## src/rtl/dsi_packet_assembler.sv

```systemverilog
// DSI packet assembler: turns a header request plus an optional payload stream
// into the byte sequence DI, WC0, WC1, ECC [, payload, CRC0, CRC1] for one lane.
module dsi_packet_assembler (
    input  logic        clk_base,
    input  logic        reset_n,
    input  logic        pkt_valid,
    output logic        pkt_ready,
    input  logic        pkt_long,
    input  logic [7:0]  pkt_di,
    input  logic [15:0] pkt_wc,
    input  logic        pkt_hs,
    input  logic        pld_valid,
    input  logic [7:0]  pld_data,
    output logic        pld_ready,
    output logic        data_write,
    output logic [7:0]  data_input,
    output logic        data_type,
    output logic        end_of_frame,
    output logic        dummy_frame,
    input  logic        lane_data_ready,
    output logic        busy,
    output logic        underrun
);

    typedef enum logic [2:0] {IDLE, HDR, PLD, CRC0, CRC1} state_t;

    // Parity masks over {WC[15:8], WC[7:0], DI}, entry gi produces ECC bit gi
    localparam logic [5:0][23:0] ECC_MASK = {
        24'hEFFC00, 24'hDF03F0, 24'hB8E38E, 24'h749A6D, 24'hF2555B, 24'hF12CB7
    };

    state_t      state_reg, state_next;
    logic [7:0]  di_reg;
    logic [15:0] wc_reg;
    logic        long_reg;
    logic        hs_reg;
    logic [1:0]  hdr_idx_reg;
    logic [15:0] pld_cnt_reg;
    logic [15:0] crc_reg;
    logic        underrun_reg;
    logic [7:0]  hold_byte_reg;
    logic        hold_type_reg;
    logic        hold_eof_reg;

    logic [23:0] hdr_word;
    logic [5:0]  ecc;
    logic        byte_avail;
    logic [7:0]  cur_byte;
    logic        cur_eof;
    logic        pkt_accept;

    assign hdr_word = {wc_reg, di_reg};

    genvar gi;
    generate
        for (gi = 0; gi < 6; gi++) begin : g_ecc
            assign ecc[gi] = ^(hdr_word & ECC_MASK[gi]);
        end
    endgenerate

    function automatic logic [15:0] crc16_byte(input logic [15:0] crc, input logic [7:0] b);
        logic [15:0] c;
        c = crc;
        for (int i = 0; i < 8; i++) begin
            c = (c[0] ^ b[i]) ? ((c >> 1) ^ 16'h8408) : (c >> 1);
        end
        return c;
    endfunction

    // State register
    always_ff @(posedge clk_base or negedge reset_n) begin
        if (!reset_n) begin
            state_reg <= IDLE;
        end else begin
            state_reg <= state_next;
        end
    end

    // Next-state logic
    always_comb begin
        state_next = state_reg;
        case (state_reg)
            IDLE: if (pkt_valid) state_next = HDR;
            HDR: begin
                if (data_write && hdr_idx_reg == 2'd3) begin
                    if (!long_reg)          state_next = IDLE;
                    else if (wc_reg == '0)  state_next = CRC0;
                    else                    state_next = PLD;
                end
            end
            PLD:  if (data_write && pld_cnt_reg == 16'd1) state_next = CRC0;
            CRC0: if (data_write) state_next = CRC1;
            CRC1: if (data_write) state_next = IDLE;
            default: state_next = IDLE;
        endcase
    end

    // Output logic
    always_comb begin
        byte_avail = 1'b0;
        cur_byte   = 8'h00;
        cur_eof    = 1'b0;
        pld_ready  = 1'b0;
        case (state_reg)
            HDR: begin
                byte_avail = 1'b1;
                case (hdr_idx_reg)
                    2'd0: cur_byte = di_reg;
                    2'd1: cur_byte = wc_reg[7:0];
                    2'd2: cur_byte = wc_reg[15:8];
                    default: begin
                        cur_byte = {2'b00, ecc};
                        cur_eof  = !long_reg;
                    end
                endcase
            end
            PLD: begin
                byte_avail = pld_valid;
                cur_byte   = pld_data;
                pld_ready  = lane_data_ready;
            end
            CRC0: begin
                byte_avail = 1'b1;
                cur_byte   = crc_reg[7:0];
            end
            CRC1: begin
                byte_avail = 1'b1;
                cur_byte   = crc_reg[15:8];
                cur_eof    = 1'b1;
            end
            default: ;
        endcase
    end

    assign pkt_ready    = (state_reg == IDLE);
    assign busy         = (state_reg != IDLE);
    assign pkt_accept   = pkt_valid && pkt_ready;
    assign data_write   = byte_avail && lane_data_ready;
    // Between strobes the lane sees the last written byte, not a moving payload input
    assign data_input   = data_write ? cur_byte : hold_byte_reg;
    assign data_type    = data_write ? hs_reg   : hold_type_reg;
    assign end_of_frame = data_write ? cur_eof  : hold_eof_reg;
    assign dummy_frame  = 1'b0;
    assign underrun     = underrun_reg;

    // Datapath: latched header, counters, CRC and sticky flag
    always_ff @(posedge clk_base or negedge reset_n) begin
        if (!reset_n) begin
            di_reg        <= '0;
            wc_reg        <= '0;
            long_reg      <= 1'b0;
            hs_reg        <= 1'b0;
            hdr_idx_reg   <= '0;
            pld_cnt_reg   <= '0;
            crc_reg       <= 16'hFFFF;
            underrun_reg  <= 1'b0;
            hold_byte_reg <= '0;
            hold_type_reg <= 1'b0;
            hold_eof_reg  <= 1'b0;
        end else begin
            if (pkt_accept) begin
                di_reg      <= pkt_di;
                wc_reg      <= pkt_wc;
                long_reg    <= pkt_long;
                hs_reg      <= pkt_hs;
                hdr_idx_reg <= '0;
                crc_reg     <= 16'hFFFF;
            end
            if (state_reg == HDR && data_write) begin
                hdr_idx_reg <= hdr_idx_reg + 2'd1;
                if (hdr_idx_reg == 2'd3) pld_cnt_reg <= wc_reg;
            end
            if (state_reg == PLD && data_write) begin
                pld_cnt_reg <= pld_cnt_reg - 16'd1;
                crc_reg     <= crc16_byte(crc_reg, pld_data);
            end
            if (state_reg == PLD && lane_data_ready && !pld_valid && hs_reg) begin
                underrun_reg <= 1'b1;
            end
            if (data_write) begin
                hold_byte_reg <= cur_byte;
                hold_type_reg <= hs_reg;
                hold_eof_reg  <= cur_eof;
            end
        end
    end

endmodule

```

## config.mk

```make
export PLATFORM = sky130hd
export DESIGN_NAME = dsi_packet_assembler
export DESIGN_NICKNAME = d
export VERILOG_FILES = /design/src/rtl/dsi_packet_assembler.sv
export SDC_FILE = /design/constraint.sdc
export NUM_CORES = 1
export LEC_CHECK = 0
export ABC_AREA = 1
export CORE_ASPECT_RATIO = 1.4
export CORE_MARGIN = 2
export CORE_UTILIZATION = 35
export CTS_CLUSTER_DIAMETER = 60
export CTS_CLUSTER_SIZE = 8
export DETAILED_ROUTE_END_ITERATION = 12
export PLACE_DENSITY = 0.61
export SETUP_SLACK_MARGIN = 0.1
export SLEW_MARGIN = 10
export SYNTH_ARGS = -nofsm -noshare
export SYNTH_HDL_FRONTEND = slang
export SYNTH_SLANG_ARGS = --single-unit
```

## constraint.sdc

```tcl
create_clock -name clk_base -period 2.4 [get_ports clk_base]
set_clock_uncertainty 0.05 [all_clocks]
set_input_delay 0.6 -clock clk_base [delete_from_list [all_inputs] [get_ports clk_base]]
set_output_delay 0.6 -clock clk_base [all_outputs]
set_load 0.01 [all_outputs]
```

==> flow_summary.yaml <==
timing:
  max_freq_mhz: 356
  hold_viol_final: 0
  setup_ws_ps: -408
  drv_slew: 0
  rsz0062_at_grt: "yes"
  layout_min_cycle_time_ps: 2810
  fin_crit_sh_pct: 117
  holdWs_ps: 125
  finalSetupViolCount: 11
final_layout:
  seq_area_um2: 1870
  fillers: 1272
  diodes: 0
  multiInputGateArea_um2: 3010
  fin_cells: 1078
  drive_gt1_share_pct: 34.5
  mostFrequentLayoutCell: "nand2_1"
  layout_common_cells: "nand2_1, buf_4, inv_1"
  syn_to_final_growth_pct: 54.3
  nets: 941
floorplan:
  core_area_um2: 13800
  initial_core_util_pct: 35.5
  dieArea_um2: 14900
  io_pins: 55
  die_h_um: 144
  die_x_um: 104
  row_count: 51
synthesis:
  syn-num-nets: 744
  yosys.area.top_type: "dfrtp_1"
  yosysSeqAreaShare_pct: 38.3
  synth_area_um2: 4890
  synth.top_cell.area_share_pct: 29.7
  synth.distinct_cells: 38
  synth_flop_cell: "dfrtp_1"
  syn_inst: 691
  synth_edf_count: 0
  ys_seq_elements: 74
  synthArstFlopShare_pct: 100
  synth_warnings: 0
  synth_area_leaders: "dfrtp_1, nand2_1, dfstp_2, inv_1, nand3_1"
  synth.avg_cell_area_um2: 7.08
route:
  vias: 5313
  totalWireLength_mm: 16.2
  post-route-drc-count: 0
  drt_iter0_drc: 253
  ant_nets: 0
  vias_per_cell: 4.93
  wl_per_cell_um: 15.0
  drt_first_pass_iters: 4
pwr:
  p_int_mw: 6.25
  total_leakage_power_nw: 3.68
  p_sw_mw: 5.34
  p_seq_share_pct: 19.1
  p_clk_share_pct: 11.4
  p_comb_share_pct: 69.5
  powerDensity_nw_per_um2: 1540
  swShare_pct: 46.1
  peakVddDrop_uv: 802
status:
  violations: "setup timing"
  status: "complete, but fails checks"
clock_tree:
  numCtsBuffers: 9
  cts_sinks: 74
  postCtsHoldBufs: 0
  htreeDepth: 3
  clock_tree.root_cell: "clkbuf_16"
  tritoncts: "built"
  clock_path_buffers: 2
  clkSlewWorstSetupHoldPaths_ps: 60
  insertion_delay_ps: 350
setup_path:
  slowest_stage: "dfrtp_1"
  crit_path_max_fanout: 5
  cp-start-kind: "flip-flop"
  crit_chain: "inv_2 -> ha_4 -> inv_6 -> nand2_2 -> nand2_1 -> nand2_1 -> nand2_1 -> nand2_1 -> nand2_2 -> inv_1 -> nand2_2 -> nand3_2 -> nand2_2 -> nand2_2 -> nand2_1 -> nand2_1 -> buf_2"
  slowest_delay_ps: 390
  end_kind: "primary output"
  critical_path_required_ps: 1750
  critPathKind: "flip-flop to primary output"
  cp_common_cell: "nand2_1"
  critPathArrivalTime_ps: 2160
global_route:
  grt_overflow: 0
  grt_antenna_before_repair: 0
  grt_pass1_vias: 5437
  grt_max_degree: 50
  grt_pass1_wl_mm: 25.7
  track_usage_pct: 21.7
placed_design:
  placed_cells: 1015
  dp_hpwl_mm: 11.7
  io_buffers: 53
  finalWeightedCongestion: 0.912
run:
  drv_cap: 0
worst_hold_path:
  hold_class: "input pin to asynchronous set/reset pin"
## repair_timing
item / in CTS / in global routing
pin swaps: 35 / 39
resized for setup: 148 / 48
endpoints found under the setup margin: 14 / 15
buffers inserted: 37 / 12
hold endpoints to repair: 0 / 0
## synthesized netlist by cell type, drive strengths merged (2+ instances only)
cell type and n:
o22ai 6, nor2 31, dfrtp 58, buf 6, nand4 11, a221oi 4, o21ai 55, nand3 50
a21oi 9, o221ai 6, nand2 245, xnor2 22, o211ai 6, a41oi 3, xor2 22, dfstp 16
a32oi 3, a22oi 2, inv 99, clkbuf 12, ha 14, or2 3
## critical path, delay by kind of cell, from the launching register on
kind          cells  cell delay, ps
buf+inv           4             370
fa+ha+maj         1             240
simple gates     12             820
flops             1             390
## per-stage QoR
step                      util [%]  setup TNS, ps  total power [mW]  instance area, um2  worst slack (ps)
after floorplan                  -              0              6.01                4930               127
after global placement        46.6          -5530              8.35                6420              -493
after CTS                     53.0          -2200              10.9                7300              -343
after detailed placement      46.6          -6590              8.47                6420              -538
after global routing          54.7          -3810              12.5                7550              -565
final                         54.7          -2670              11.6                7550              -408
## path summary, 6_finish.rpt
| kind | startpoint | end | slack, ps | depth (start not counted) |
|---|---|---|---|---|
| max | wc_reg[12] | data_input[2] | -410 | 17 |
| min | reset_n | wc_reg[0] | 120 | 1 |
| max reg2reg | wc_reg[13] | hold_byte_reg[3] | -190 | 21 |
| min reg2reg | underrun | underrun | 420 | 1 |
| max in group asynchronous | reset_n | crc_reg[10] | 1510 | 2 |
| min in group clk_base | underrun | underrun | 420 | 1 |
## per-layer routing
metal	track usage [%]	routed length, um	up-vias
met2	41.9	8850	141
li1	-	-	2605
met5	0	0	-
met4	11.1	719	0
met1	22.9	6110	2514
met3	2.90	530	53
## logic make-up after synthesis
logic type,share of synthesized area [%]
AOI/OAI and AO/OA,12.1
xor gates and xnor gates,7.88
adders and majority gates,3.58
buffers and inverters,9.26
DFF,38.3
other,0.0767
and+or+nand+nor,28.8
## cell type report
cell class	instances	area share [%]
Clock buffer	9	2.98
Sequential cell	74	24.8
Tap cell	185	3.07
Multi-Input combinational cell	499	39.9
Inverter	100	5.09
Timing Repair Buffer	204	23.3
Clock inverter	7	0.812
## power groups by stage
stage | Combinational, mW | Sequential, mW | Clock [mW]
final | 8.06 | 2.21 | 1.32
after global routing | 8.83 | 2.27 | 1.39
after CTS | 7.32 | 2.20 | 1.35
after detailed placement | 6.28 | 2.18 | 0
after global placement | 6.18 | 2.17 | 0
after floorplan | 3.83 | 2.19 | 0
Note: power is estimated with default switching activity, not from simulation.
